<file path="src/rtl/keypad_scanner.sv">
`timescale 1ns/1ps
// keypad_scanner
//   Scans a 4x4 active-low matrix keypad one column at a time, debounces the
//   press and the release of a single tracked key, and reports the key as a
//   4-bit hex code with a one-cycle valid strobe.
//
//   Optional feature macro: KEYPAD_AUTOREPEAT_EN
//     defined   -> a held key re-issues key_valid every REPEAT_CYCLES cycles
//     undefined -> exactly one key_valid per debounced press
//
// Ports
//   clk          system clock
//   reset        asynchronous, active-high reset
//   rows[3:0]    raw keypad rows, active-low, asynchronous to clk
//   cols[3:0]    column drives, active-low, exactly one bit low
//   key[3:0]     code of the last accepted key, held until the next accept
//   key_valid    one-cycle pulse per accepted key (and per repeat)
//   key_pressed  high from accept until the release is debounced
module keypad_scanner #(
  parameter int SCAN_CYCLES     = 10000,
  parameter int DEBOUNCE_CYCLES = 50000,
  parameter int REPEAT_CYCLES   = 1000000
) (
  input  logic       clk,
  input  logic       reset,
  input  logic [3:0] rows,
  output logic [3:0] cols,
  output logic [3:0] key,
  output logic       key_valid,
  output logic       key_pressed
);

  localparam int SW = $clog2(SCAN_CYCLES) + 1;
  localparam int DW = $clog2(DEBOUNCE_CYCLES) + 1;
  localparam logic [SW-1:0] SCAN_LAST = SW'(SCAN_CYCLES - 1);
  localparam logic [DW-1:0] DEB_LAST  = DW'(DEBOUNCE_CYCLES - 1);

  typedef enum logic [1:0] {SCAN, DEB_PRESS, HELD, DEB_REL} state_t;

  state_t          state, state_n;
  logic [1:0]      col_idx, col_n;
  logic [1:0]      row_idx, row_n;
  logic [SW-1:0]   dwell, dwell_n;
  logic [DW-1:0]   deb, deb_n;
  logic [3:0]      key_n;
  logic            key_valid_n, key_pressed_n;
  logic [3:0]      rows_m, rows_s;
  logic [1:0]      first_low;
  logic            any_low, row_low;

`ifdef KEYPAD_AUTOREPEAT_EN
  localparam int RW = $clog2(REPEAT_CYCLES) + 1;
  localparam logic [RW-1:0] REP_LAST = RW'(REPEAT_CYCLES - 1);
  logic [RW-1:0]   rep, rep_n;
`else
  // REPEAT_CYCLES has no role when auto-repeat is compiled out.
  logic unused_repeat;
  assign unused_repeat = (REPEAT_CYCLES != 0);
`endif

  // Hex code printed on the key at row r, column c.
  function automatic logic [3:0] key_code(input logic [1:0] r, input logic [1:0] c);
    case ({r, c})
      4'h0: key_code = 4'h1;  4'h1: key_code = 4'h2;  4'h2: key_code = 4'h3;  4'h3: key_code = 4'hA;
      4'h4: key_code = 4'h4;  4'h5: key_code = 4'h5;  4'h6: key_code = 4'h6;  4'h7: key_code = 4'hB;
      4'h8: key_code = 4'h7;  4'h9: key_code = 4'h8;  4'hA: key_code = 4'h9;  4'hB: key_code = 4'hC;
      4'hC: key_code = 4'hE;  4'hD: key_code = 4'h0;  4'hE: key_code = 4'hF;  default: key_code = 4'hD;
    endcase
  endfunction

  // Two-flop synchronizer; idle rows read as released.
  always_ff @(posedge clk or posedge reset) begin
    if (reset) begin
      rows_m <= 4'hF;
      rows_s <= 4'hF;
    end else begin
      rows_m <= rows;
      rows_s <= rows_m;
    end
  end

  assign cols    = ~(4'b0001 << col_idx);
  assign any_low = (rows_s != 4'hF);
  assign row_low = ~rows_s[row_idx];

  // Lowest-index low row wins when several keys in a column are down.
  always_comb begin
    first_low = 2'd0;
    for (int i = 3; i >= 0; i--) begin
      if (!rows_s[i]) first_low = 2'(i);
    end
  end

  // NOTE: combinational logic uses blocking assignments, and every output gets
  // a default first so no path leaves a value unassigned (no inferred latch).
  always_comb begin
    state_n       = state;
    col_n         = col_idx;
    row_n         = row_idx;
    dwell_n       = dwell;
    deb_n         = deb;
    key_n         = key;
    key_valid_n   = 1'b0;
    key_pressed_n = key_pressed;
`ifdef KEYPAD_AUTOREPEAT_EN
    rep_n         = rep;
`endif
    case (state)
      SCAN: begin
        if (dwell == SCAN_LAST) begin
          dwell_n = '0;
          if (any_low) begin
            row_n   = first_low;
            deb_n   = '0;
            state_n = DEB_PRESS;
          end else begin
            col_n = col_idx + 2'd1;
          end
        end else begin
          dwell_n = dwell + 1'b1;
        end
      end
      DEB_PRESS: begin
        if (!row_low) begin
          col_n   = col_idx + 2'd1;
          dwell_n = '0;
          state_n = SCAN;
        end else if (deb == DEB_LAST) begin
          // This cycle is the DEBOUNCE_CYCLES-th consecutive low sample.
          key_n         = key_code(row_idx, col_idx);
          key_valid_n   = 1'b1;
          key_pressed_n = 1'b1;
          state_n       = HELD;
`ifdef KEYPAD_AUTOREPEAT_EN
          rep_n         = '0;
`endif
        end else begin
          deb_n = deb + 1'b1;
        end
      end
      HELD: begin
        if (!row_low) begin
          deb_n   = '0;
          state_n = DEB_REL;
`ifdef KEYPAD_AUTOREPEAT_EN
          rep_n   = '0;
`endif
        end
`ifdef KEYPAD_AUTOREPEAT_EN
        else if (rep == REP_LAST) begin
          key_valid_n = 1'b1;
          rep_n       = '0;
        end else begin
          rep_n = rep + 1'b1;
        end
`endif
      end
      default: begin // DEB_REL
        if (row_low) begin
          // Bounce: back to HELD; the repeat interval starts over.
          state_n = HELD;
`ifdef KEYPAD_AUTOREPEAT_EN
          rep_n   = '0;
`endif
        end else if (deb == DEB_LAST) begin
          key_pressed_n = 1'b0;
          col_n         = col_idx + 2'd1;
          dwell_n       = '0;
          state_n       = SCAN;
        end else begin
          deb_n = deb + 1'b1;
        end
      end
    endcase
  end

  always_ff @(posedge clk or posedge reset) begin
    if (reset) begin
      state       <= SCAN;
      col_idx     <= 2'd0;
      row_idx     <= 2'd0;
      dwell       <= '0;
      deb         <= '0;
      key         <= 4'h0;
      key_valid   <= 1'b0;
      key_pressed <= 1'b0;
`ifdef KEYPAD_AUTOREPEAT_EN
      rep         <= '0;
`endif
    end else begin
      state       <= state_n;
      col_idx     <= col_n;
      row_idx     <= row_n;
      dwell       <= dwell_n;
      deb         <= deb_n;
      key         <= key_n;
      key_valid   <= key_valid_n;
      key_pressed <= key_pressed_n;
`ifdef KEYPAD_AUTOREPEAT_EN
      rep         <= rep_n;
`endif
    end
  end

endmodule
</file>
<file path="config.mk">
export PLATFORM = sky130hd
export DESIGN_NAME = keypad_scanner
export DESIGN_NICKNAME = d
export VERILOG_FILES = /design/src/rtl/keypad_scanner.sv
export SDC_FILE = /design/constraint.sdc
export NUM_CORES = 1
export LEC_CHECK = 0
export BUFFER_PORTS_ARGS = -buffer_cell sky130_fd_sc_hd__clkbuf_2
export CORE_AREA = 2 2 71 73
export CTS_BUF_LIST = sky130_fd_sc_hd__clkbuf_8
export CTS_CLUSTER_SIZE = 8
export DETAILED_ROUTE_END_ITERATION = 7
export DIE_AREA = 0 0 73 75
export PLACE_DENSITY = 0.91
export SLEW_MARGIN = 20
export SYNTH_ARGS = -nofsm -noshare
export SYNTH_HDL_FRONTEND = slang
export SYNTH_SLANG_ARGS = --single-unit
</file>
<file path="constraint.sdc">
create_clock -name clk -period 3.1 [get_ports clk]
set_input_delay 0.155 -clock clk [delete_from_list [all_inputs] [get_ports clk]]
set_output_delay 0.155 -clock clk [all_outputs]
set_load 0.02 [all_outputs]
</file>
* Word level (Yosys, flattened, before mapping)
Memories as Yosys holds them, arrays and structs flattened. A register that Yosys moved wholly into a read port is not among the register bits.
Index checks and enable logic that the tools add are counted.
** Word-level totals
- Register bits :: 48
- Bits in read-only memories :: 64
- Input bits :: 6
- Output and inout bits :: 10
- Memories kept :: 1
** Cells by class
- Add/subtract/negate cells :: 3
- $lt $le $gt $ge :: 1
- Equal/unequal tests :: 13
- Shift operators :: 1
- Muxes and demuxes :: 40
- Bitwise gates (word level) :: 4
- Reductions and logical operators :: 13
** Memory list
- (no name shown) :: depth 16, width 4, read ports 1, clocked after Yosys merged registers in 1, wr ports 0, line 63 : case ({r, c})
** Operators by type and width (number)
- $mux 17 :: 6
- $mux 15 :: 4
- $pmux 17 s3 :: 1
- $pmux 15 s3 :: 1
- $mux 2 :: 16
- $add 17x1->17 const B :: 1
- $eq 17x16->1 const B :: 1
- $add 15x1->15 const B :: 1
- $eq 15x14->1 const B :: 1
- $ne 2x2->1 const B :: 6
- $pmux 2 s3 :: 2
- $reduce_and 5->1 :: 2
- $mux 1 :: 8
- $reduce_and 4->1 :: 2
- $reduce_and 3->1 :: 2
- $reduce_and 6->1 :: 1
- $reduce_bool 3->1 :: 2
- $ne 5x1->1 const B :: 1
- $ne 4x4->1 const B :: 1
- $not 4->4 :: 1
- $reduce_bool 2->1 :: 2
- $shl 1x2->4 const A :: 1
- $lt 2x3->1 const B :: 1
- $ne 3x3->1 const B :: 1
- other kinds (8) :: 10

* Logic depth before layout (Yosys ltp)
- Word-level depth :: 4
- Depth in mapped cells :: 10
- Gate-level depth less buffers :: 9

* Worst setup path before layout
No wires, ideal clock.
- Path kind :: register to register
- From :: register row_idx[0]
- To :: register deb[4]
- Arrival :: 2383 ps
- Setup slack :: 640 ps
- Cell stages (with the launch flop) :: 8
- Path through :: dfrtp_1 > buf_2 > mux4_2 > ha_1 > nor3_1 > nand3_1 > or4_1 > a21oi_1
** Between the ends
- Longest elaborated chain between the ends :: 4
- Elaborated cells between the ends (all ways) :: 6
- Those cells by class :: 2 x eq/ne; 2 x mux; 2 x reduce/logical
** RTL lines
- start, declared :: line 42 : logic [1:0] row_idx, row_n;
- start signal, assigned :: line 193 : row_idx <= row_n;
- $bmux 1 s2 * :: line 84 : assign row_low = ~rows_s[row_idx];
- $mux 1 (not written as such) * :: line 84
- $ne 2x2->1 (no line) or $reduce_bool 3->1 (tied branches)
- $reduce_and 5->1 (no line) *
- end signal, assigned :: line 195 : deb <= deb_n;
- end, declared :: line 44 : logic [DW-1:0] deb, deb_n;
Mark *: on every way between the ends. The rest lies on a longest branch, timed or not. The select of a mux whose other input is x is not followed.
A chain may end at the register's enable or synchronous reset.

* Final worst setup path
Ends and elaborated chain as after synthesis.

==> metrics <==
status complete, but fails checks; failing checks negative hold slack; drt wl/cell between 15 and 20 um; Final Cell Area ~3200 um2; Tot Pwr between 1 and 1.5 mW; Primary FF master, synth dfrtp_1; fmax around 0.37 GHz; Die W ~73 um; share of cells above drive strength 1 0.1463; fin crit period 2.720 ns; worst hold slack -0.03411 ns; FF-to-FF Start row_idx[0]; final hold vios 44; grt ovf 0; Reg2Reg Depth 7; critical path type flop to flop; Critical Path Slowest Stage Cell mux4_2; DIE AREA about 5500 um2; syn_area_per_cell ~9.4 um2; worst min path class primary input to asynchronous set/reset pin; clock root buffer clkbuf_8; critical-path cell list mux4_2 -> ha_1 -> nor3_1 -> buf_4 -> nand3_1 -> or4_1 -> a21oi_1; Sink Count between 50 and 60; Seq cells post-synth 52; WP buf/inv 1; Synth-to-Final Area Change 9.528%; die height between 70 and 80 um; core area between 4000 and 5000 um2; post-route ant nets 0; clk slew on worst S/H paths roughly 0.1 ns; Clk Latency, worst-skew pair between 0.3 and 0.4 ns; Rel. slew slack 0.4316; Synth cell types 49; peak supply drop approximately 0.00032 V; CP Launch Type flop; Final setup viols 0; initial antenna violation count 0; crit path to deb[4]; post-route setup slack 0.3796 ns; Place WS between 0.4 and 0.5 ns; share of the synthesized area in the top cell type 0.3811; setup tns final 0 ns; most frequent cell after synthesis dfrtp_1; Tcrit/Tclk final 0.8775; via/cell ratio around 6.4; clk buf depth 2; # rows 25; Total Nets Final 347; DRC Markers 0; final WL slightly above 6000 um; Ant. Diodes 0; CP required about 3.3 ns; Max Cap Violations 0; final max-slew violation count 0; skew final approximately 0.012 ns; GRT Total Usage 0.2389; final cell count without fillers approximately 380; CTS tree yes; CP top delay family simple AND/OR/NAND/NOR gates; pwr/cell area approximately 360 nW/um2; first drt pass iteration count 5; reg-to-reg slack, setup about 0.38 ns; area of the multi-input gates between 1000 and 1500 um2; first-pass GRT wire length 10050 um; I/O pins 16; initial core utilization 0.6199; CP Capture Type flop; Synth area leaders dfrtp_1 38%, dfstp_2 7.3%, ha_1 6.1%, o21ai_0 5.4%, nand2_1 4.0%; Final Util 0.6789; crit path from row_idx[0]; DR iter-0 viols roughly 240; worst-path fanout max 8; RSZ-0062 raised after global routing false; Area after DPL 3027 um2; vias around 2400; slew at the pin closest to its max-slew limit between 0.8 and 0.9 ns; Final HPWL DP about 4300 um; port bufs 15; vias in the first global route 2285; Commonest cells post-synth 44 x dfrtp_1, 31 x nand2_1, 31 x o21ai_0; Post-synth EDFFs 0; Syn Nets roughly 330; post-synth top area cell dfrtp_1; CTS H-Tree Depth 2; post-CTS setup buffer count 0; CP arrival 2.96 ns; pin count of the biggest net entering global routing 53; Synth Instances a little over 300; placed instance count 370; post-synthesis sequential area ratio 0.4539; leakage about 1.4 nW; Worst path max stage delay 0.65 ns; Post-Syn Area just under 3000 um2; Worst R2R End deb[4]; warnings from Yosys 0; Reg area roughly 1300 um2; share of synthesized registers carrying an async set or reset 1.000; Final Wtd Congestion 0.8441; CTS Buf Count 5; Filler cells 352; Levels on crit path 7
-- registers in the layout, summed over array words and instances, names as in the netlist, named ones only --
register	flops
key_valid	1
rows_m	4
col_idx	2
row_idx	2
rows_s	4
key_pressed	1
dwell	15
key	4
deb	17
state	1
-- logic make-up after synthesis --
kind of cell / count (synthesis) / share of synthesized area
and+or+nand+nor: 114 / 0.2079
AOI/OAI and AO/OA: 81 / 0.1776
DFF: 52 / 0.4539
buffers and inverters: 31 / 0.04331
adders and majority gates: 14 / 0.06063
muxes: 9 / 0.04157
xor gates and xnor gates: 5 / 0.01516
-- power breakdown --
| group | internal, mW | switching (mW) |
|---|---|---|
| Combinational | 0.00848 | 0.0184 |
| Sequential | 0.687 | 0.00362 |
| Clock | 0.183 | 0.224 |
-- cells in the final DEF, fill, tap and decap left out, types with 3 or more instances in the layout --
cell type	n
o21ai_0	31
or3_1	9
or4_1	5
clkbuf_8	6
dfstp_2	8
mux2i_1	3
o211ai_1	3
nand3_1	9
xor2_1	3
a21oi_1	22
inv_1	19
and2_1	3
nand2_1	31
nand4_1	10
clkbuf_2	15
ha_1	14
o41ai_1	3
nor3_1	10
nor2_1	20
buf_4	6
mux2_2	4
dlygate4sd3_1	4
o31ai_1	8
dfrtp_1	44
-- worst register-to-register path, cell delays in order, from the launching register on --
cell and delay [ns]:
dfrtp_1 0.54, mux4_2 0.65, ha_1 0.24, nor3_1 0.24
buf_4 0.17, nand3_1 0.20, or4_1 0.46, a21oi_1 0.15
-- worst min-delay path by stage --
stage                     cells past startpoint        end     from
after global placement                        1  rows_m[1]  rows[1]
after CTS                                     2  key_valid    reset
after global routing                          2     key[0]    reset
after detailed placement                      1  rows_m[1]  rows[1]
final                                         2     deb[6]    reset
after floorplan                               0  rows_m[0]  rows[0]
-- layout make-up --
class                           instances  share of cell area
Sequential cell                        52              0.4144
Clock inverter                          2            0.004350
Clock buffer                            6             0.02610
Timing Repair Buffer                   25             0.05061
Multi-Input combinational cell        223              0.4591
Inverter                               20             0.02412
Tap cell                               54             0.02135
-- per-layer routing --
layer	share of wire	GRT usage
met5	0	0
met4	0.021	0.09877
met3	0.058	0.04284
met2	0.48	0.3954
met1	0.44	0.3126
-- what timing repair did --
action,CTS,global route
hold buffers,4,0
hold endpoints to repair,4,0
resized for setup,0,0
No activity file was read; power rests on OpenSTA's default activity.
